File: src/rtl/dwconv_pkg.sv
// Shared definitions for the depthwise conv operand sequencer.
//   seq_state_t : LOAD (buffer weights + frame) / EMIT (replay operand pairs)
//   out_w()     : output width for a square input, square kernel, no padding
//   addr_w()    : counter/address width for a given depth (at least 1 bit)
package dwconv_pkg;

  typedef enum logic {
    LOAD = 1'b0,
    EMIT = 1'b1
  } seq_state_t;

  function automatic int unsigned out_w(input int unsigned img_w,
                                        input int unsigned k,
                                        input int unsigned stride);
    return (img_w - k) / stride + 1;
  endfunction

  function automatic int unsigned addr_w(input int unsigned depth);
    return (depth > 1) ? $clog2(depth) : 1;
  endfunction

endpackage

File: src/rtl/dwconv_window_counter.sv
// Nested window/tap counter for the operand sequencer.
// Order, outer to inner: oy, ox, ky, kx. oy/ox wrap at OUT_W, ky/kx at K.
// Ports:
//   clk, rst        : clock, synchronous active-high reset (clears all counts)
//   advance         : step to the next tap
//   oy, ox, ky, kx  : current indices
//   tap_last        : current tap is ky=kx=K-1
//   frame_last      : current tap is the last tap of the last window
module dwconv_window_counter
  import dwconv_pkg::*;
#(
  parameter  int unsigned OUT_W = 6,
  parameter  int unsigned K     = 3,
  localparam int unsigned OW    = addr_w(OUT_W),
  localparam int unsigned KW    = addr_w(K)
) (
  input  logic          clk,
  input  logic          rst,
  input  logic          advance,
  output logic [OW-1:0] oy,
  output logic [OW-1:0] ox,
  output logic [KW-1:0] ky,
  output logic [KW-1:0] kx,
  output logic          tap_last,
  output logic          frame_last
);

  logic kx_wrap, ky_wrap, ox_wrap, oy_wrap;

  assign kx_wrap    = (kx == KW'(K - 1));
  assign ky_wrap    = (ky == KW'(K - 1));
  assign ox_wrap    = (ox == OW'(OUT_W - 1));
  assign oy_wrap    = (oy == OW'(OUT_W - 1));
  assign tap_last   = kx_wrap && ky_wrap;
  assign frame_last = tap_last && ox_wrap && oy_wrap;

  always_ff @(posedge clk) begin
    if (rst) begin
      oy <= '0;
      ox <= '0;
      ky <= '0;
      kx <= '0;
    end else if (advance) begin
      if (kx_wrap) begin
        kx <= '0;
        if (ky_wrap) begin
          ky <= '0;
          if (ox_wrap) begin
            ox <= '0;
            oy <= oy_wrap ? '0 : oy + 1'b1;
          end else begin
            ox <= ox + 1'b1;
          end
        end else begin
          ky <= ky + 1'b1;
        end
      end else begin
        kx <= kx + 1'b1;
      end
    end
  end

endmodule

File: src/rtl/dwconv2d_operand_sequencer.sv
// Transmit-side feeder for the depthwise 2D conv operator.
// Buffers one KxK weight set and one IMG_W x IMG_W frame, then replays them
// as (pixel, weight) operand pairs in window order, one pair per beat.
// Ports:
//   clk, rst                 : clock, synchronous active-high reset
//   w_valid/w_ready/w_data   : weight stream, raster order ky*K+kx
//   s_valid/s_ready/s_data   : pixel stream, raster order y*IMG_W+x
//   m_valid/m_ready          : operand pair handshake towards the conv
//   m_input_data             : pixel operand
//   m_weight_data            : weight operand
//   m_tap_last               : last tap of the current window
//   m_frame_last             : last tap of the last window of the frame
//   busy                     : high while emitting
module dwconv2d_operand_sequencer
  import dwconv_pkg::*;
#(
  parameter int unsigned DATA_W = 32,
  parameter int unsigned IMG_W  = 8,
  parameter int unsigned K      = 3,
  parameter int unsigned STRIDE = 1
) (
  input  logic              clk,
  input  logic              rst,
  input  logic              w_valid,
  output logic              w_ready,
  input  logic [DATA_W-1:0] w_data,
  input  logic              s_valid,
  output logic              s_ready,
  input  logic [DATA_W-1:0] s_data,
  output logic              m_valid,
  input  logic              m_ready,
  output logic [DATA_W-1:0] m_input_data,
  output logic [DATA_W-1:0] m_weight_data,
  output logic              m_tap_last,
  output logic              m_frame_last,
  output logic              busy
);

  localparam int unsigned OUT_W = out_w(IMG_W, K, STRIDE);
  localparam int unsigned NPIX  = IMG_W * IMG_W;
  localparam int unsigned NWGT  = K * K;
  localparam int unsigned PA_W  = addr_w(NPIX);
  localparam int unsigned WA_W  = addr_w(NWGT);
  localparam int unsigned OW    = addr_w(OUT_W);
  localparam int unsigned KW    = addr_w(K);

  seq_state_t        state;
  logic [DATA_W-1:0] pix_mem [NPIX];
  logic [DATA_W-1:0] wgt_mem [NWGT];
  logic [PA_W-1:0]   pix_cnt;
  logic [WA_W-1:0]   wgt_cnt;
  logic [OW-1:0]     oy, ox;
  logic [KW-1:0]     ky, kx;
  logic              tap_last, frame_last;
  logic              w_fire, s_fire, load_pair, frame_done;
  logic [PA_W-1:0]   pix_addr;
  logic [WA_W-1:0]   wgt_addr;

  // The readies are only ever high in LOAD, so a fire implies LOAD.
  assign w_fire = w_valid && w_ready;
  assign s_fire = s_valid && s_ready;

  // Refill the output registers when empty or when the held pair is taken,
  // except after the frame's last pair has been issued.
  assign load_pair  = (state == EMIT) && (!m_valid || (m_ready && !m_frame_last));
  assign frame_done = m_valid && m_ready && m_frame_last;

  assign pix_addr = (PA_W'(oy) * PA_W'(STRIDE) + PA_W'(ky)) * PA_W'(IMG_W)
                  + PA_W'(ox) * PA_W'(STRIDE) + PA_W'(kx);
  assign wgt_addr = WA_W'(ky) * WA_W'(K) + WA_W'(kx);

  assign busy = (state == EMIT);

  dwconv_window_counter #(
    .OUT_W (OUT_W),
    .K     (K)
  ) u_win (
    .clk        (clk),
    .rst        (rst),
    .advance    (load_pair),
    .oy         (oy),
    .ox         (ox),
    .ky         (ky),
    .kx         (kx),
    .tap_last   (tap_last),
    .frame_last (frame_last)
  );

  always_ff @(posedge clk) begin
    if (w_fire) wgt_mem[wgt_cnt] <= w_data;
    if (s_fire) pix_mem[pix_cnt] <= s_data;
  end

  always_ff @(posedge clk) begin
    if (rst) begin
      state         <= LOAD;
      w_ready       <= 1'b1;
      s_ready       <= 1'b1;
      wgt_cnt       <= '0;
      pix_cnt       <= '0;
      m_valid       <= 1'b0;
      m_tap_last    <= 1'b0;
      m_frame_last  <= 1'b0;
      m_input_data  <= '0;
      m_weight_data <= '0;
    end else begin
      case (state)
        LOAD: begin
          if (w_fire) begin
            if (wgt_cnt == WA_W'(NWGT - 1)) w_ready <= 1'b0;
            wgt_cnt <= wgt_cnt + 1'b1;
          end
          if (s_fire) begin
            if (pix_cnt == PA_W'(NPIX - 1)) s_ready <= 1'b0;
            pix_cnt <= pix_cnt + 1'b1;
          end
          // Both readies low means both buffers are full.
          if (!w_ready && !s_ready) begin
            state   <= EMIT;
            wgt_cnt <= '0;
            pix_cnt <= '0;
          end
        end
        EMIT: begin
          if (load_pair) begin
            m_valid       <= 1'b1;
            m_input_data  <= pix_mem[pix_addr];
            m_weight_data <= wgt_mem[wgt_addr];
            m_tap_last    <= tap_last;
            m_frame_last  <= frame_last;
          end else if (frame_done) begin
            m_valid      <= 1'b0;
            m_tap_last   <= 1'b0;
            m_frame_last <= 1'b0;
            state        <= LOAD;
            w_ready      <= 1'b1;
            s_ready      <= 1'b1;
          end
        end
        default: state <= LOAD;
      endcase
    end
  end

endmodule

File: config.mk
export PLATFORM = sky130hd
export DESIGN_NAME = dwconv2d_operand_sequencer
export DESIGN_NICKNAME = d
export VERILOG_FILES = /design/src/rtl/dwconv_pkg.sv /design/src/rtl/dwconv_window_counter.sv /design/src/rtl/dwconv2d_operand_sequencer.sv
export SDC_FILE = /design/constraint.sdc
export NUM_CORES = 2
export LEC_CHECK = 0
export ABC_AREA = 0
export CAP_MARGIN = 20
export CORE_MARGIN = 2
export CORE_UTILIZATION = 55
export DETAILED_ROUTE_END_ITERATION = 12
export GPL_TIMING_DRIVEN = 0
export PLACE_DENSITY = 0.71
export SLEW_MARGIN = 20
export SYNTH_ARGS = -nofsm -noshare
export SYNTH_HDL_FRONTEND = slang
export SYNTH_HIERARCHICAL = 1
export SYNTH_SLANG_ARGS = --single-unit
File: constraint.sdc
create_clock -name clk -period 13 [get_ports clk]
set_input_delay 2.6 -clock clk [delete_from_list [all_inputs] [get_ports clk]]
set_output_delay 2.6 -clock clk [all_outputs]
set_load 0.02 [all_outputs]
After elaboration in Yosys (flattened, before gate mapping):

Memories as Yosys holds them, arrays and structs flattened. A register that Yosys moved wholly into a read port is not among the register bits.
Cells that the tools add are included.

* $add $sub $neg: 10
* multipliers: 1
* div/mod/pow operators: 0
* $lt $le $gt $ge: 0
* equality and inequality tests: 12
* shift operators: 0
* muxes and demuxes: 28
* bitwise logic cells: 1
* reductions and logical operators: 27

Operator list (number)
* $mux W1: 17
* $mux W6: 2
* $reduce_and A4 Y1: 3
* $logic_and A1 B1 Y1: 10
* $ne A2 B2 Y1 const B: 5
* $reduce_and A2 Y1: 5
* $mux W4: 2
* $add A3 B1 Y3 const B: 2
* $add A6 B1 Y6 const B: 1
* $add A6 B2 Y6: 1
* $add A6 B3 Y6: 1
* $eq A3 B3 Y1 const B: 2
* $eq A6 B6 Y1 const B: 1
* $mux W3: 2
* $pmux W1 S2: 3
* $reduce_bool A2 Y1: 3
* $add A2 B1 Y2 const B: 2
* $add A4 B1 Y4 const B: 1
* $add A4 B2 Y4: 1
* $eq A2 B2 Y1 const B: 2
* $eq A4 B4 Y1 const B: 1
* $logic_not A1 Y1: 4
* $mul A2 B2 Y4 const B: 1
* $mux W2: 2
* 5 further kinds: 5

* flip-flop bits (word level): 26
* latch bits: 0
* RAM bits: 2336
* bits in read-only memories: 0
* input port bits: 69
* output and inout bits: 70
* logic and storage cells: 93
* memories: 2

Memories
* pix_mem: depth 64, width 32, rd ports 1, clocked after memory_dff 1, write ports 1, line dwconv2d_operand_sequencer.sv:48 `logic [DATA_W-1:0] pix_mem [NPIX];`
* wgt_mem: depth 9, width 32, rd ports 1, clocked after memory_dff 1, write ports 1, line dwconv2d_operand_sequencer.sv:49 `logic [DATA_W-1:0] wgt_mem [NWGT];`

Depth between registers and ports, before layout:

* depth after elaboration: 6
* gate-level depth with buffers: 13
* mapped depth without buffers: 11

Hierarchy:

The synthesis kept the hierarchy.

Modules (own cells, without submodules)
* dwconv2d_operand_sequencer: times used 1, cells each 4627, area each 92316.0 sq um, seq. area each 71748.8 sq um
* dwconv_window_counter: times used 1, cells each 57, area each 511.7 sq um, seq. area each 200.2 sq um

Worst setup path before layout:

No wires, ideal clock.

* path kind: input to register
* start point: input w_valid
* end point: memory wgt_mem[0][0] (enable)
* setup time: 0.513 ns
* arrival: 6.124 ns
* data required time: 12.487 ns
* slack: 6.363 ns
* cell stages on the path: 2
* path buffers: 0
* path through: nand2_1 -> nor4b_1

* longest elaborated chain between the ends: 3

RTL lines
* start, declared: line dwconv2d_operand_sequencer.sv:24 `input logic w_valid,`
* $logic_and A1 B1 Y1: line dwconv2d_operand_sequencer.sv:60 `assign w_fire = w_valid && w_ready;`
* $mux W1: line dwconv2d_operand_sequencer.sv:90 `if (w_fire) wgt_mem[wgt_cnt] <= w_data;`
* $mux W1 (implied by the code): line dwconv2d_operand_sequencer.sv:90
* end, declared: line dwconv2d_operand_sequencer.sv:49

Every way passes these cells.

Worst setup path after layout:

* start point: register u_win.kx[0]
* end point: register m_input_data[17] (read register of pix_mem)

* longest elaborated chain between the ends: 1

RTL lines
* start, declared: line dwconv_window_counter.sv:23 `output logic [KW-1:0] kx,`
* start signal, assigned: line dwconv_window_counter.sv:58 `kx <= kx + 1'b1;`
* $add A6 B2 Y6: line dwconv2d_operand_sequencer.sv:69 `+ PA_W'(ox) * PA_W'(STRIDE) + PA_W'(kx);`
* end, declared: line dwconv2d_operand_sequencer.sv:32 `output logic [DATA_W-1:0] m_input_data,`

Every way passes these cells.
A chain may end at the register's enable or synchronous reset.

==> metrics.md <==
| Metric | Value |
|---|---|
| Syn Std Cell Area | `0.09283 mm^2` |
| Fmax | `190.8 MHz` |
| Hold buffer count at cts | `0` |
| # IOs | `139` |
| Total number of vias | `49,330` |
| Number of synthesized flops with an enable pin | `2,336` |
| Outcome | `finished, final reports clean` |
| RSZ-0062 raised after global routing | `no` |
| Slowest cell on crit path | `clkbuf_1` |
| Num CTS Buffers | `229` |
| Crit Path Category | `register to register` |
| Postcts setup bufs | `0` |
| Largest delay share family, worst path | `buffers and inverters` |
| CTS resizes | `0` |
| Synthesized Nets | `4,767` |
| DRC Markers | `0` |
| Leading post-synthesis cells by cell area | `edfxtp_1 76%, mux4_2 12%, nand2_1 2.3%, dfxtp_1 1.9%, mux2i_1 1.4%` |
| Post-DP HPWL | `168,900 um` |
| Critical Path Max Stage Delay | `0.93 ns` |
| Crit path time final | `5.242 ns` |
| GR Overflow Total | `0` |
| Fin Setup TNS | `0 ns` |
| Clock skew | `0.03858 ns` |
| Initial Utilization | `0.5545` |
| Yosys top cell area share | `0.7557` |
| Synthesis Warnings | `6` |
| CTS tree | `done` |
| Max clock buf depth | `3` |
| Crit path arrival time | `5.95 ns` |
| Site Rows | `150` |
| Port Buf Inserts | `138` |
| Pre-antenna DRT Iters | `7` |
| Sequential fraction of the synthesis area | `0.7751` |
| Worst slew pin tran | `1.197 ns` |
| Crit path required time | `13.71 ns` |
| Wire length of the first global-routing pass | `353,300 um` |
| Root buffer cell | `clkbuf_16` |
| Commonest non-fill, non-tap cell in the layout | `edfxtp_1` |
| DRT antenna net count | `0` |
| Most frequent cells in the layout | `2,336 x edfxtp_1, 562 x nand2_1, 514 x mux4_2, 231 x clkbuf_16, 210 x clkbuf_1` |
| Dominant synthesized flop cell | `edfxtp_1` |
| Maximum Capacitance Violations | `0` |
| CP cell instances | `ha_1, inv_1, fa_1, buf_2, clkbuf_1, clkbuf_1, mux4_2, nand2_1, nand3_1, o2111ai_1, nand3_1` |
| Hold Path Class | `register to register` |
| Share of post-route cells with drive strength above 1 | `0.2170` |
| Total Nets Final | `5,247` |
| Clk sinks | `2,426` |
| Worst reg2reg path depth | `11` |
| Hold Vio Cnt, Final | `0` |
| Max Transition Viols Final | `0` |
| Die height | `414.8 um` |
| Synthesized flop and latch total | `2,426` |
| Mapped Cells | `4,684` |
| Endpoint class of the critical path | `register` |
| Post-Layout Cell Count | `7,568` |
| All-Layer GR Usage | `0.2910` |
| Synth-to-Final Area Change | `15.47%` |
| Fraction of registers with async set/reset | `0` |
| Routed vias/inst | `6.519` |
| Die area | `0.1721 mm^2` |
| R2R Setup Slk | `7.76 ns` |
| Placed cell area | `0.09997 mm^2` |
| Die width | `414.8 um` |
| Vias in the first global route | `48,210` |
| Clock slew at reported path FFs | `0.06 ns` |
| CP max FO | `10` |
| Routed WL | `250,000 um` |
| Reg2reg start | `u_win/kx[0]` |
| Routed wire per std cell | `33.03 um` |
| Worst Hold Endpoint | `m_weight_data[18]` |
| Area leader, netlist | `edfxtp_1` |
| Cell Pwr Density | `143.4 mW/mm^2` |
| Worst r2r dst | `m_input_data[17]` |
| Pin count of the biggest net entering global routing | `65` |
| Startpoint types | `register` |
| CP bufs+invs | `4` |
| Slew HR | `0.2018` |
| Htree depth | `4` |
| RD Place Congestion | `0.9326` |
| # setup viols final | `0` |
| Pwr Total | `15,370 uW` |
| Post-Place Cells | `7,137` |
| Hold path depth | `2` |
| P_leak | `0.03365 uW` |
| Yosys cell types | `53` |
| Final Cycle Share | `0.4032` |
| Initial antenna violation count | `13` |
| DR iter-0 viols | `7,884` |
| Syn_area_per_cell | `19.82 um^2` |
| Worst-Skew Late Latency | `0.88 ns` |
| Final Cell Area | `0.1072 mm^2` |
| Peak supply drop | `162.6 uV` |
| Hold Crit Start | `m_weight_data[18]` |
| Core Box Area | `0.1674 mm^2` |
## stage by stage
stage	utilization	setup slack, ns	hold slack, ns
after floorplan	-	6.363	0.4817
after global placement	0.5792	2.524	0.4716
after detailed placement	0.5972	7.278	0.4749
after CTS	0.6402	7.913	0.4919
after global routing	0.6402	7.755	0.5115
final	0.6403	7.758	0.4893
## cell families after synthesis
logic type | count (synthesis) | synth area share
xor+xnor | 11 | 0.001038
buf+inv | 297 | 0.01390
compound gates | 258 | 0.01940
mux | 643 | 0.1386
flops | 2426 | 0.7751
fa+ha+maj | 14 | 0.002211
simple gates | 1035 | 0.04974
## power by group
| part | internal (uW) | switching, uW |
|---|---|---|
| Combinational | 76.2 | 230 |
| Sequential | 8600 | 8.48 |
| Clock | 3570 | 2880 |
## cells in the mapped netlist (all sizes together), types with 5 or more instances
cell / n
ha: 10
a211oi: 34
mux2i: 127
or3: 5
inv: 20
xor2: 7
o2111ai: 31
nand3b: 8
nor2: 146
dfxtp: 90
nand2: 566
edfxtp: 2336
and2: 9
clkbuf: 155
mux4: 514
nor2b: 7
a21oi: 48
o21ai: 40
nor3: 5
nand3: 104
and3: 33
nand4: 135
a31oi: 32
buf: 122
a32oi: 63
## worst min-delay path, delay by kind of cell, from the launching register on
kind / cells / cell delay [ns]
DFF: 1 / 0.33
and+or+nand+nor: 1 / 0.07
AOI/OAI and AO/OA: 1 / 0.06
## state kept, by name (all words and copies together), names as in the netlist
register / count
m_valid: 1
m_weight_data: 32
u_win/oy: 3
pix_mem: 2048
u_win/ox: 3
wgt_cnt: 4
s_ready: 1
pix_cnt: 6
u_win/kx: 2
m_input_data: 32
m_tap_last: 1
m_frame_last: 1
busy: 1
u_win/ky: 2
w_ready: 1
wgt_mem: 288
## routing by layer
metal,vias to the layer above,GRT usage,wire [um]
met5,-,0,28
met1,25710,0.4028,91490
met3,477,0.06316,26890
li1,20080,-,-
met2,3063,0.4493,118600
met4,4,0.1334,13000
## worst max-delay path by stage
stage,start,to,slack [ns],cells past startpoint
floorplan,w_valid,wgt_mem[0][0],6.36,2
CTS,u_win/kx[1],m_input_data[17],7.91,10
global route,u_win/kx[1],m_input_data[17],7.76,10
detailed placement,s_valid,pix_mem[1][6],7.28,5
global placement,w_valid,wgt_mem[0][19],2.52,3
finish,u_win/kx[0],m_input_data[17],7.76,11
## area by class of cell
type | count | area, um^2
diodes | 5 | 12.51
plain buffers | 277 | 1217
clock buffers | 293 | 6063
clock inverters | 133 | 1139
fillers | 11140 | 60220
inverters | 20 | 75.07
multi-input cells | 1961 | 20130
flip-flops and latches | 2426 | 71950
well taps | 2204 | 2758
repair buffers | 249 | 3844
(Power assumes the default switching activity.)
